--- config.mk ---
export PLATFORM = sky130hd
export DESIGN_NAME = slot_judge_flat
export DESIGN_NICKNAME = d
export VERILOG_FILES = /design/src/rtl/slot_pkg.sv /design/src/rtl/slot_judge_if.sv /design/src/rtl/slot_match.sv /design/src/rtl/slot_judge.sv /design/src/flat_wrapper.sv
export SDC_FILE = /design/constraint.sdc
export NUM_CORES = 1
export LEC_CHECK = 0
export CAP_MARGIN = 20
export CORE_MARGIN = 2
export CORE_UTILIZATION = 35
export CTS_BUF_LIST = sky130_fd_sc_hd__clkbuf_4
export CTS_CLUSTER_DIAMETER = 30
export DETAILED_ROUTE_END_ITERATION = 12
export DONT_BUFFER_PORTS = 1
export HOLD_SLACK_MARGIN = 0.08
export REMOVE_ABC_BUFFERS = 1
export SYNTH_ARGS = -nofsm -noshare
export SYNTH_HDL_FRONTEND = slang
export SYNTH_SLANG_ARGS = --single-unit
--- constraint.sdc ---
create_clock -name clk_2 -period 2.25 [get_ports clk_2]
set_input_delay 0.45 -clock clk_2 [delete_from_list [all_inputs] [get_ports clk_2]]
set_output_delay 0.45 -clock clk_2 [all_outputs]
set_load 0.1 [all_outputs]
--- src/rtl/slot_pkg.sv ---
// Shared types for the slot machine: reel width, result encoding,
// round-controller states and the latched-reel payload.
package slot_pkg;

    localparam int unsigned NBITS_COUNT = 4;

    typedef enum logic [1:0] {
        RES_NONE   = 2'b00,
        RES_PAIR   = 2'b01,
        RES_TRIPLE = 2'b10
    } result_t;

    typedef enum logic [2:0] {
        IDLE = 3'd0,
        SPIN = 3'd1,
        EVAL = 3'd2,
        PAY  = 3'd3,
        DONE = 3'd4
    } state_t;

    typedef struct packed {
        logic [NBITS_COUNT-1:0] r3;
        logic [NBITS_COUNT-1:0] r2;
        logic [NBITS_COUNT-1:0] r1;
    } reels_t;

endpackage

--- src/rtl/slot_judge_if.sv ---
// Reel/lock inputs and judge outputs of the slot round controller.
// Optional SLOT_JUDGE_STATS_EN adds the jackpots counter.
interface slot_judge_if
    import slot_pkg::*;
#(
    parameter int unsigned NBITS_CREDIT = 8
);
    logic [NBITS_COUNT-1:0]  reel1;
    logic [NBITS_COUNT-1:0]  reel2;
    logic [NBITS_COUNT-1:0]  reel3;
    logic [2:0]              lock;
    logic [NBITS_CREDIT-1:0] credits;
    result_t                 result;
    logic                    result_valid;
    logic                    busy;
    logic                    no_credit;
`ifdef SLOT_JUDGE_STATS_EN
    logic [7:0]              jackpots;
`endif

    modport master (
        output reel1, reel2, reel3, lock,
        input  credits, result, result_valid, busy, no_credit
`ifdef SLOT_JUDGE_STATS_EN
        , input jackpots
`endif
    );

    modport slave (
        input  reel1, reel2, reel3, lock,
        output credits, result, result_valid, busy, no_credit
`ifdef SLOT_JUDGE_STATS_EN
        , output jackpots
`endif
    );

endinterface

--- src/rtl/slot_match.sv ---
// Combinational classifier: triple, pair or nothing for three reel values.
module slot_match
    import slot_pkg::*;
(
    input  logic [NBITS_COUNT-1:0] r1,
    input  logic [NBITS_COUNT-1:0] r2,
    input  logic [NBITS_COUNT-1:0] r3,
    output result_t                res_c
);

    logic eq12_c, eq23_c, eq13_c;

    assign eq12_c = (r1 == r2);
    assign eq23_c = (r2 == r3);
    assign eq13_c = (r1 == r3);

    always_comb begin
        res_c = RES_NONE;
        if (eq12_c && eq23_c)
            res_c = RES_TRIPLE;
        else if (eq12_c || eq23_c || eq13_c)
            res_c = RES_PAIR;
    end

endmodule

--- src/rtl/slot_judge.sv ---
// Slot round controller: charges the bet, latches locked reels, pays the prize
// one credit per cycle. Optional SLOT_JUDGE_STATS_EN adds a jackpots counter.
module slot_judge
    import slot_pkg::*;
#(
    parameter int unsigned NBITS_CREDIT = 8,
    parameter int unsigned CREDIT_INIT  = 10,
    parameter int unsigned BET          = 1,
    parameter int unsigned PRIZE_PAIR   = 2,
    parameter int unsigned PRIZE_TRIPLE = 10
) (
    input  logic          clk_2,
    input  logic          reset,
    slot_judge_if.slave   bus
);

    localparam int unsigned NBITS_PAYOUT = 8;
    localparam logic [NBITS_CREDIT-1:0] CREDIT_MAX = '1;

    state_t                  state, state_next;
    logic [NBITS_CREDIT-1:0] credits;
    logic [NBITS_PAYOUT-1:0] payout;
    reels_t                  reels_q;
    result_t                 result_q;
    result_t                 match_c;
    logic                    result_valid_q;
    logic                    busy_q;

    logic                    lock_none_c, lock_all_c, can_bet_c;
    logic                    charge_c, latch_c, eval_c, pay_c;
    logic [NBITS_PAYOUT-1:0] prize_c;

    assign lock_none_c = ~|bus.lock;
    assign lock_all_c  = &bus.lock;
    assign can_bet_c   = (credits >= NBITS_CREDIT'(BET));

    slot_match u_match (
        .r1    (reels_q.r1),
        .r2    (reels_q.r2),
        .r3    (reels_q.r3),
        .res_c (match_c)
    );

    // State register
    always_ff @(posedge clk_2) begin
        if (reset)
            state <= IDLE;
        else
            state <= state_next;
    end

    // Next-state logic
    always_comb begin
        state_next = state;
        case (state)
            IDLE: if (lock_none_c && can_bet_c) state_next = SPIN;
            SPIN: if (lock_all_c)               state_next = EVAL;
            EVAL: state_next = (prize_c != '0) ? PAY : DONE;
            PAY:  if (payout == NBITS_PAYOUT'(1)) state_next = DONE;
            DONE: if (lock_none_c)              state_next = IDLE;
            default: state_next = IDLE;
        endcase
    end

    // Datapath strobes and prize decode
    always_comb begin
        charge_c = 1'b0;
        latch_c  = 1'b0;
        eval_c   = 1'b0;
        pay_c    = 1'b0;
        prize_c  = '0;
        case (match_c)
            RES_PAIR:   prize_c = NBITS_PAYOUT'(PRIZE_PAIR);
            RES_TRIPLE: prize_c = NBITS_PAYOUT'(PRIZE_TRIPLE);
            default:    prize_c = '0;
        endcase
        case (state)
            IDLE:    charge_c = lock_none_c && can_bet_c;
            SPIN:    latch_c  = lock_all_c;
            EVAL:    eval_c   = 1'b1;
            PAY:     pay_c    = 1'b1;
            default: ;
        endcase
    end

    // Credits, latched reels, result and payout countdown
    always_ff @(posedge clk_2) begin
        if (reset) begin
            credits        <= NBITS_CREDIT'(CREDIT_INIT);
            payout         <= '0;
            reels_q        <= '0;
            result_q       <= RES_NONE;
            result_valid_q <= 1'b0;
            busy_q         <= 1'b0;
        end else begin
            if (charge_c)
                credits <= credits - NBITS_CREDIT'(BET);
            else if (pay_c && (credits != CREDIT_MAX))
                credits <= credits + NBITS_CREDIT'(1);

            if (latch_c)
                reels_q <= '{r3: bus.reel3, r2: bus.reel2, r1: bus.reel1};

            if (eval_c) begin
                result_q <= match_c;
                payout   <= prize_c;
            end else if (pay_c) begin
                payout   <= payout - NBITS_PAYOUT'(1);
            end

            result_valid_q <= (state == DONE);
            busy_q         <= (state == EVAL) || (state == PAY);
        end
    end

`ifdef SLOT_JUDGE_STATS_EN
    logic [7:0] jackpots_q;

    // Saturating count of triples
    always_ff @(posedge clk_2) begin
        if (reset)
            jackpots_q <= '0;
        else if (eval_c && (match_c == RES_TRIPLE) && (jackpots_q != 8'hFF))
            jackpots_q <= jackpots_q + 8'd1;
    end

    assign bus.jackpots = jackpots_q;
`endif

    assign bus.credits      = credits;
    assign bus.result       = result_q;
    assign bus.result_valid = result_valid_q;
    assign bus.busy         = busy_q;
    assign bus.no_credit    = ~can_bet_c;

endmodule

--- src/flat_wrapper.sv ---
// flat-port wrapper written by rule: the top's interface ports become plain ports
module slot_judge_flat import slot_pkg::*;
#(
    parameter int unsigned NBITS_CREDIT = 8,
    parameter int unsigned CREDIT_INIT  = 10,
    parameter int unsigned BET          = 1,
    parameter int unsigned PRIZE_PAIR   = 2,
    parameter int unsigned PRIZE_TRIPLE = 10
)
  (clk_2, reset, bus_reel1, bus_reel2, bus_reel3, bus_lock, bus_credits, bus_result, bus_result_valid, bus_busy, bus_no_credit);
  slot_judge_if #(.NBITS_CREDIT(NBITS_CREDIT)) bus_i ();
  input  logic clk_2;
  input  logic reset;
  input wire logic [$bits(bus_i.reel1)-1:0] bus_reel1;
  input wire logic [$bits(bus_i.reel2)-1:0] bus_reel2;
  input wire logic [$bits(bus_i.reel3)-1:0] bus_reel3;
  input wire logic [$bits(bus_i.lock)-1:0] bus_lock;
  output wire logic [$bits(bus_i.credits)-1:0] bus_credits;
  output wire logic [$bits(bus_i.result)-1:0] bus_result;
  output wire logic [$bits(bus_i.result_valid)-1:0] bus_result_valid;
  output wire logic [$bits(bus_i.busy)-1:0] bus_busy;
  output wire logic [$bits(bus_i.no_credit)-1:0] bus_no_credit;
  assign bus_i.reel1 = bus_reel1;
  assign bus_i.reel2 = bus_reel2;
  assign bus_i.reel3 = bus_reel3;
  assign bus_i.lock = bus_lock;
  assign bus_credits = bus_i.credits;
  assign bus_result = bus_i.result;
  assign bus_result_valid = bus_i.result_valid;
  assign bus_busy = bus_i.busy;
  assign bus_no_credit = bus_i.no_credit;
  slot_judge #(.NBITS_CREDIT(NBITS_CREDIT), .CREDIT_INIT(CREDIT_INIT), .BET(BET), .PRIZE_PAIR(PRIZE_PAIR), .PRIZE_TRIPLE(PRIZE_TRIPLE)) u_core (.clk_2(clk_2), .reset(reset), .bus(bus_i));
endmodule
# --- After elaboration in Yosys (flattened, before gate mapping) ---
# Cells that the tools add are included.
# Widths: inputs -> output; s select.
totals:
  register_bits: 35
  input_bits: 17
  out_inout_bits: 13
  elab_cells: 60
op_classes:
  n_addsub: 3
  order_cmp: 1
  n_eq_ne: 15
  n_mux: 17
  n_bitwise: 1
  reduce_logical: 14
ops:
  columns: ["operator", "n"]
  rows:
  - ["$mux 8", 4]
  - ["$sub 8x1->8 const B", 2]
  - ["$mux 3", 5]
  - ["$pmux 3 s5", 1]
  - ["$eq 4x4->1", 3]
  - ["$add 8x1->8 const B", 1]
  - ["$eq 8x1->1 const B", 1]
  - ["$ge 8x1->1 const B", 1]
  - ["$ne 8x8->1 const B", 1]
  - ["$pmux 4 s2", 1]
  - ["$reduce_bool 8->1", 1]
  - ["$eq 3x2->1 const B", 2]
  - ["$ne 2x1->1 const B", 3]
  - ["$mux 1", 5]
  - ["$reduce_and 4->1", 1]
  - ["$reduce_bool 2->1", 2]
  - ["$eq 3x1->1 const B", 1]
  - ["$eq 3x3->1 const B", 1]
  - ["$logic_and 1x1->1", 3]
  - ["$logic_not 3->1", 1]
  - ["$logic_or 1x1->1", 3]
  - ["$reduce_and 3->1", 1]
  - ["$reduce_or 3->1", 1]
  - ["$eq 2x1->1 const B", 1]
  - ["5 further kinds", 5]

# --- Depth between registers and ports, before layout ---
logic_depth:
  word_depth: 10
  depth_mapped: 7
  mapped_depth_nobuf: 7

# --- Hierarchy ---
# Synthesis repeated with hierarchy kept, for this count alone.
unflattened:
  hier_cells: 226
  hier_area_um2: 1959.4
modules_own_cells:
  columns: ["mod", "instances", "cells_each", "area_per_inst_um2", "seq_area_each_um2"]
  rows:
  - ["slot_judge", 1, 209, 1809.2, 700.7]
  - ["slot_match", 1, 17, 150.1, 0.0]

# --- Worst setup path before layout ---
# OpenSTA, ideal clock, no wires.
synth_timing:
  kind: "register to register"
  from: "reg u_core.credits[1] (netlist: u_core.bus.credits[1])"
  to: "reg u_core.credits[5] (netlist: u_core.bus.credits[5])"
  setup_ns: 0.121
  arrival_ns: 3.123
  t_required_ns: 2.129
  path_slack_ns: -0.993
  stages_incl_launch_ff: 8
  n_path_buf: 0
  period_less_slack_ns: 3.243
  cell_sequence: "dfxtp_1 > inv_1 > ha_1 > or4b_1 > nor2_4 > nor4_1 > a21oi_1 > mux2_2"
synth_between:
  elab_chain_len: 4
  elab_cells_between_ends: 10
  classes_between: "add/sub (2); order compare (1); eq/ne (1); mux (3); reduce/logical (3)"
synth_lines:
  columns: ["element", "line", "text"]
  rows:
  - ["start, declared", "slot_judge.sv:21", "logic [NBITS_CREDIT-1:0] credits;"]
  - ["start signal, assigned", "slot_judge.sv:89", "credits <= NBITS_CREDIT'(CREDIT_INIT);"]
  - ["start signal, assigned", "slot_judge.sv:97", "credits <= credits - NBITS_CREDIT'(BET);"]
  - ["start signal, assigned", "slot_judge.sv:99", "credits <= credits + NBITS_CREDIT'(1);"]
  - ["$ge 8x1->1", "slot_judge.sv:35", "assign can_bet_c = (credits >= NBITS_CREDIT'(BET));"]
  - ["$logic_and 1x1->1", "slot_judge.sv:78", "IDLE: charge_c = lock_none_c && can_bet_c;"]
  - ["$mux 1", "slot_judge.sv:77", "case (state)"]
  - ["$mux 8 / $reduce_bool 2->1 (equally long branches)", null, null]
# Parallel ways exist; a longest one is shown, timed or not. The select of a mux whose other input is x is not followed.
# A chain may end at the register's enable or synchronous reset.

# --- Worst setup path after layout ---
layout_timing:
  from: "reg u_core.credits[1] (netlist: u_core.bus.credits[1])"
  to: "out bus_no_credit"
layout_between:
  elab_chain_len: 2
layout_lines:
  columns: ["element", "line", "text"]
  rows:
  - ["$ge 8x1->1", "slot_judge.sv:35", null]
  - ["$not 1->1", "slot_judge.sv:134", "assign bus.no_credit = ~can_bet_c;"]
  - ["end, declared", "flat_wrapper.sv:22", "output wire logic [$bits(bus_i.no_credit)-1:0] bus_no_credit;"]
# No other way between the ends.

==> impl_metrics.env <==
export IMPL_power_leakage_nw=0.951
export IMPL_grt_use_total=0.139
export IMPL_slew_viol_final=0
export IMPL_rsz0062_at_grt="true"
export IMPL_crit_required_ns=1.80
export IMPL_cts_tree="done"
export IMPL_p_seq_frac=0.462
export IMPL_drv_cap=0
export IMPL_tightest_slew_ns=0.450
export IMPL_cts_made_buffers=5
export IMPL_finalCriticalPeriod_ns=2.24
export IMPL_synth_cell_type_count=43
export IMPL_fillers=533
export IMPL_die_area_um2=5820
export IMPL_synth_flop_cell="dfxtp_1"
export IMPL_worstPathArrival_ns=1.79
export IMPL_nNetsFinal=252
export IMPL_setup_violations=0
export IMPL_start_kind="register"
export IMPL_path_max_fanout=5
export IMPL_drive_above_1_share=0.199
export IMPL_core_um2=5070
export IMPL_ys_warn_count=0
export IMPL_synth_edf_count=0
export IMPL_antenna_found_initial=0
export IMPL_hpwl_um=2680
export IMPL_pre_cts_ws_ns=0.200
export IMPL_irDropWorstVdd_mv=0.611
export IMPL_swShare=0.321
export IMPL_ctsHoldBuffers=0
export IMPL_detail_route_first_pass_iterations=4
export IMPL_crit_chain="inv_4 -> ha_4 -> or4b_4 -> nor2_4 -> buf_12"
export IMPL_cts_sinks=35
export IMPL_via_count=1490
export IMPL_skew_ns=0.0223
export IMPL_fin_ws_ns=0.0122
export IMPL_pwr_density_cell_nw_per_um2=704
export IMPL_drc=0
export IMPL_postRouteAntennaNets=0
export IMPL_power_switching_w=0.000489
export IMPL_clock_latency_ns=0.36
export IMPL_path_class="reg -> out"
export IMPL_viasPerCell=4.95
export IMPL_grt_pass1_vias=1421
export IMPL_status="finished clean"
export IMPL_die_h_um=76.3
export IMPL_finish_utilization=0.426
export IMPL_die_w_um=76.3
export IMPL_io_pins=30
export IMPL_power_frac_comb=0.231
export IMPL_row_count=26
export IMPL_grt_overflow_total=0
export IMPL_drt_initial_drc_count=72
export IMPL_final_common_cell="nor2_1"
export IMPL_layout_area_overhead_vs_synth_pct=18.3
export IMPL_synth_area_um2=1830
export IMPL_pwr_share_clk=0.307
export IMPL_seq_area_um2=706
export IMPL_synth_avg_cell_area_um2=8.66
export IMPL_endpoint_kind="primary output"
export IMPL_critical_path_top_delay_family="simple AND/OR/NAND/NOR gates"
export IMPL_syn_inst=211
export IMPL_hold_ws_ns=0.139
export IMPL_crit_path_top_delay_cell="or4b_4"
export IMPL_routed_wl_um=3810
export IMPL_port_buffer_count=0
export IMPL_ys_seq_area_frac=0.383
export IMPL_internal_power_w=0.00103
export IMPL_max_freq_mhz=447
export IMPL_synthArstFlopShare=0
export IMPL_grt_max_degree=35
export IMPL_gp_congestion=0.765
export IMPL_slowest_delay_ns=0.53
export IMPL_slew_limit_headroom=0.700
export IMPL_cts_root_buf="clkbuf_4"
export IMPL_multi_input_area_um2=1090
export IMPL_cts_clk_slew_worst_paths_ns=0.13
export IMPL_htreeDepth=2
export IMPL_layout_common_cells="nor2_1 (34), dfxtp_1 (33), buf_4 (19), mux2i_1 (14), xor2_1 (13)"
export IMPL_synth_seq_cells=35
export IMPL_crit_buf_inv=2
export IMPL_initial_core_util=0.360
export IMPL_grt_pass1_wl_um=6560
export IMPL_hold_viol_final=0
export IMPL_clockBufferDepth=2
export IMPL_post_drt_wl_per_cell_um=12.7
export IMPL_hold_class="in -> reg"
export IMPL_diodes=0
export IMPL_layout_worst_path_cycle_share=0.995
-- sequential cells by signal, summed over array words and instances (netlist names) --
signal                   count
u_core.bus.result            2
u_core.bus.credits           8
u_core.reels_q              12
u_core.state                 3
u_core.bus.result_valid      1
u_core.payout                8
u_core.bus.busy              1
-- worst paths after layout --
check | from | to | slack [ns] | cells after the start
hold reg to reg | u_core.payout[7] | u_core.payout[7] | 0.50 | 2
hold / removal | reset | u_core.payout[7] | 0.14 | 1
setup reg to reg | u_core.bus.credits[1] | u_core.bus.credits[5] | 0.12 | 9
setup / recovery | u_core.bus.credits[1] | bus_no_credit | 0.01 | 5
-- cell usage after synthesis (6+ instances only) --
master / number / share of area
mux2i_1: 14 / 0.077
nor2_1: 34 / 0.070
inv_1: 6 / 0.012
nor3_1: 8 / 0.022
nor4_1: 6 / 0.021
dfxtp_1: 35 / 0.38
o21ai_0: 11 / 0.030
xor2_1: 13 / 0.062
a21oi_1: 6 / 0.016
nand2_1: 10 / 0.021
xnor2_1: 8 / 0.038
clkbuf_1: 6 / 0.012
-- power by group through the flow --
stage          Clock, W  Sequential [W]  Combinational [W]
2_1_floorplan         0        0.000781           0.000187
3_3_place_gp          0        0.000715           0.000327
3_5_place_dp          0        0.000716           0.000329
4_1_cts        0.000483        0.000701           0.000343
5_1_grt        0.000509        0.000711           0.000389
6_report       0.000468        0.000704           0.000351
-- logic make-up after synthesis --
group | after synthesis | share of synthesized area
mux | 16 | 0.0890
fa+ha+maj | 5 | 0.0342
compound gates | 31 | 0.111
buf+inv | 15 | 0.0363
simple gates | 88 | 0.246
flops | 35 | 0.383
xor+xnor | 21 | 0.101
-- stage by stage --
step / instance area [um^2] / TNS, ns / power [W] / std cells
final: 2160 / 0 / 0.00152 / 301
after global placement: 2000 / 0 / 0.00104 / 288
after detailed placement: 2000 / 0 / 0.00104 / 288
after CTS: 2120 / 0 / 0.00153 / 299
after floorplan: 1780 / -6.13 / 0.000968 / 202
after global routing: 2160 / -0.0460 / 0.00161 / 301
-- per-layer routing --
metal / GRT usage / routed length, um
met1: 0.173 / 1790
met3: 0.0415 / 145
met4: 0.0545 / 68
met2: 0.224 / 1810
met5: 0 / 0
-- cell type report --
type	instances	area share
clock buffers	5	0.0174
clock inverters	3	0.0202
inverters	6	0.0116
multi-input cells	161	0.504
flip-flops and latches	35	0.326
well taps	70	0.0405
repair buffers	21	0.0804
-- what timing repair did --
| action | in CTS | in global routing |
|---|---|---|
| setup buffers | 3 | 2 |
| gates resized for setup | 7 | 5 |
| pin swaps | 1 | 2 |
| endpoints found under the hold margin | 0 | 0 |
| endpoints found under the setup margin | 1 | 1 |
Power figures use the tool's default switching activity.
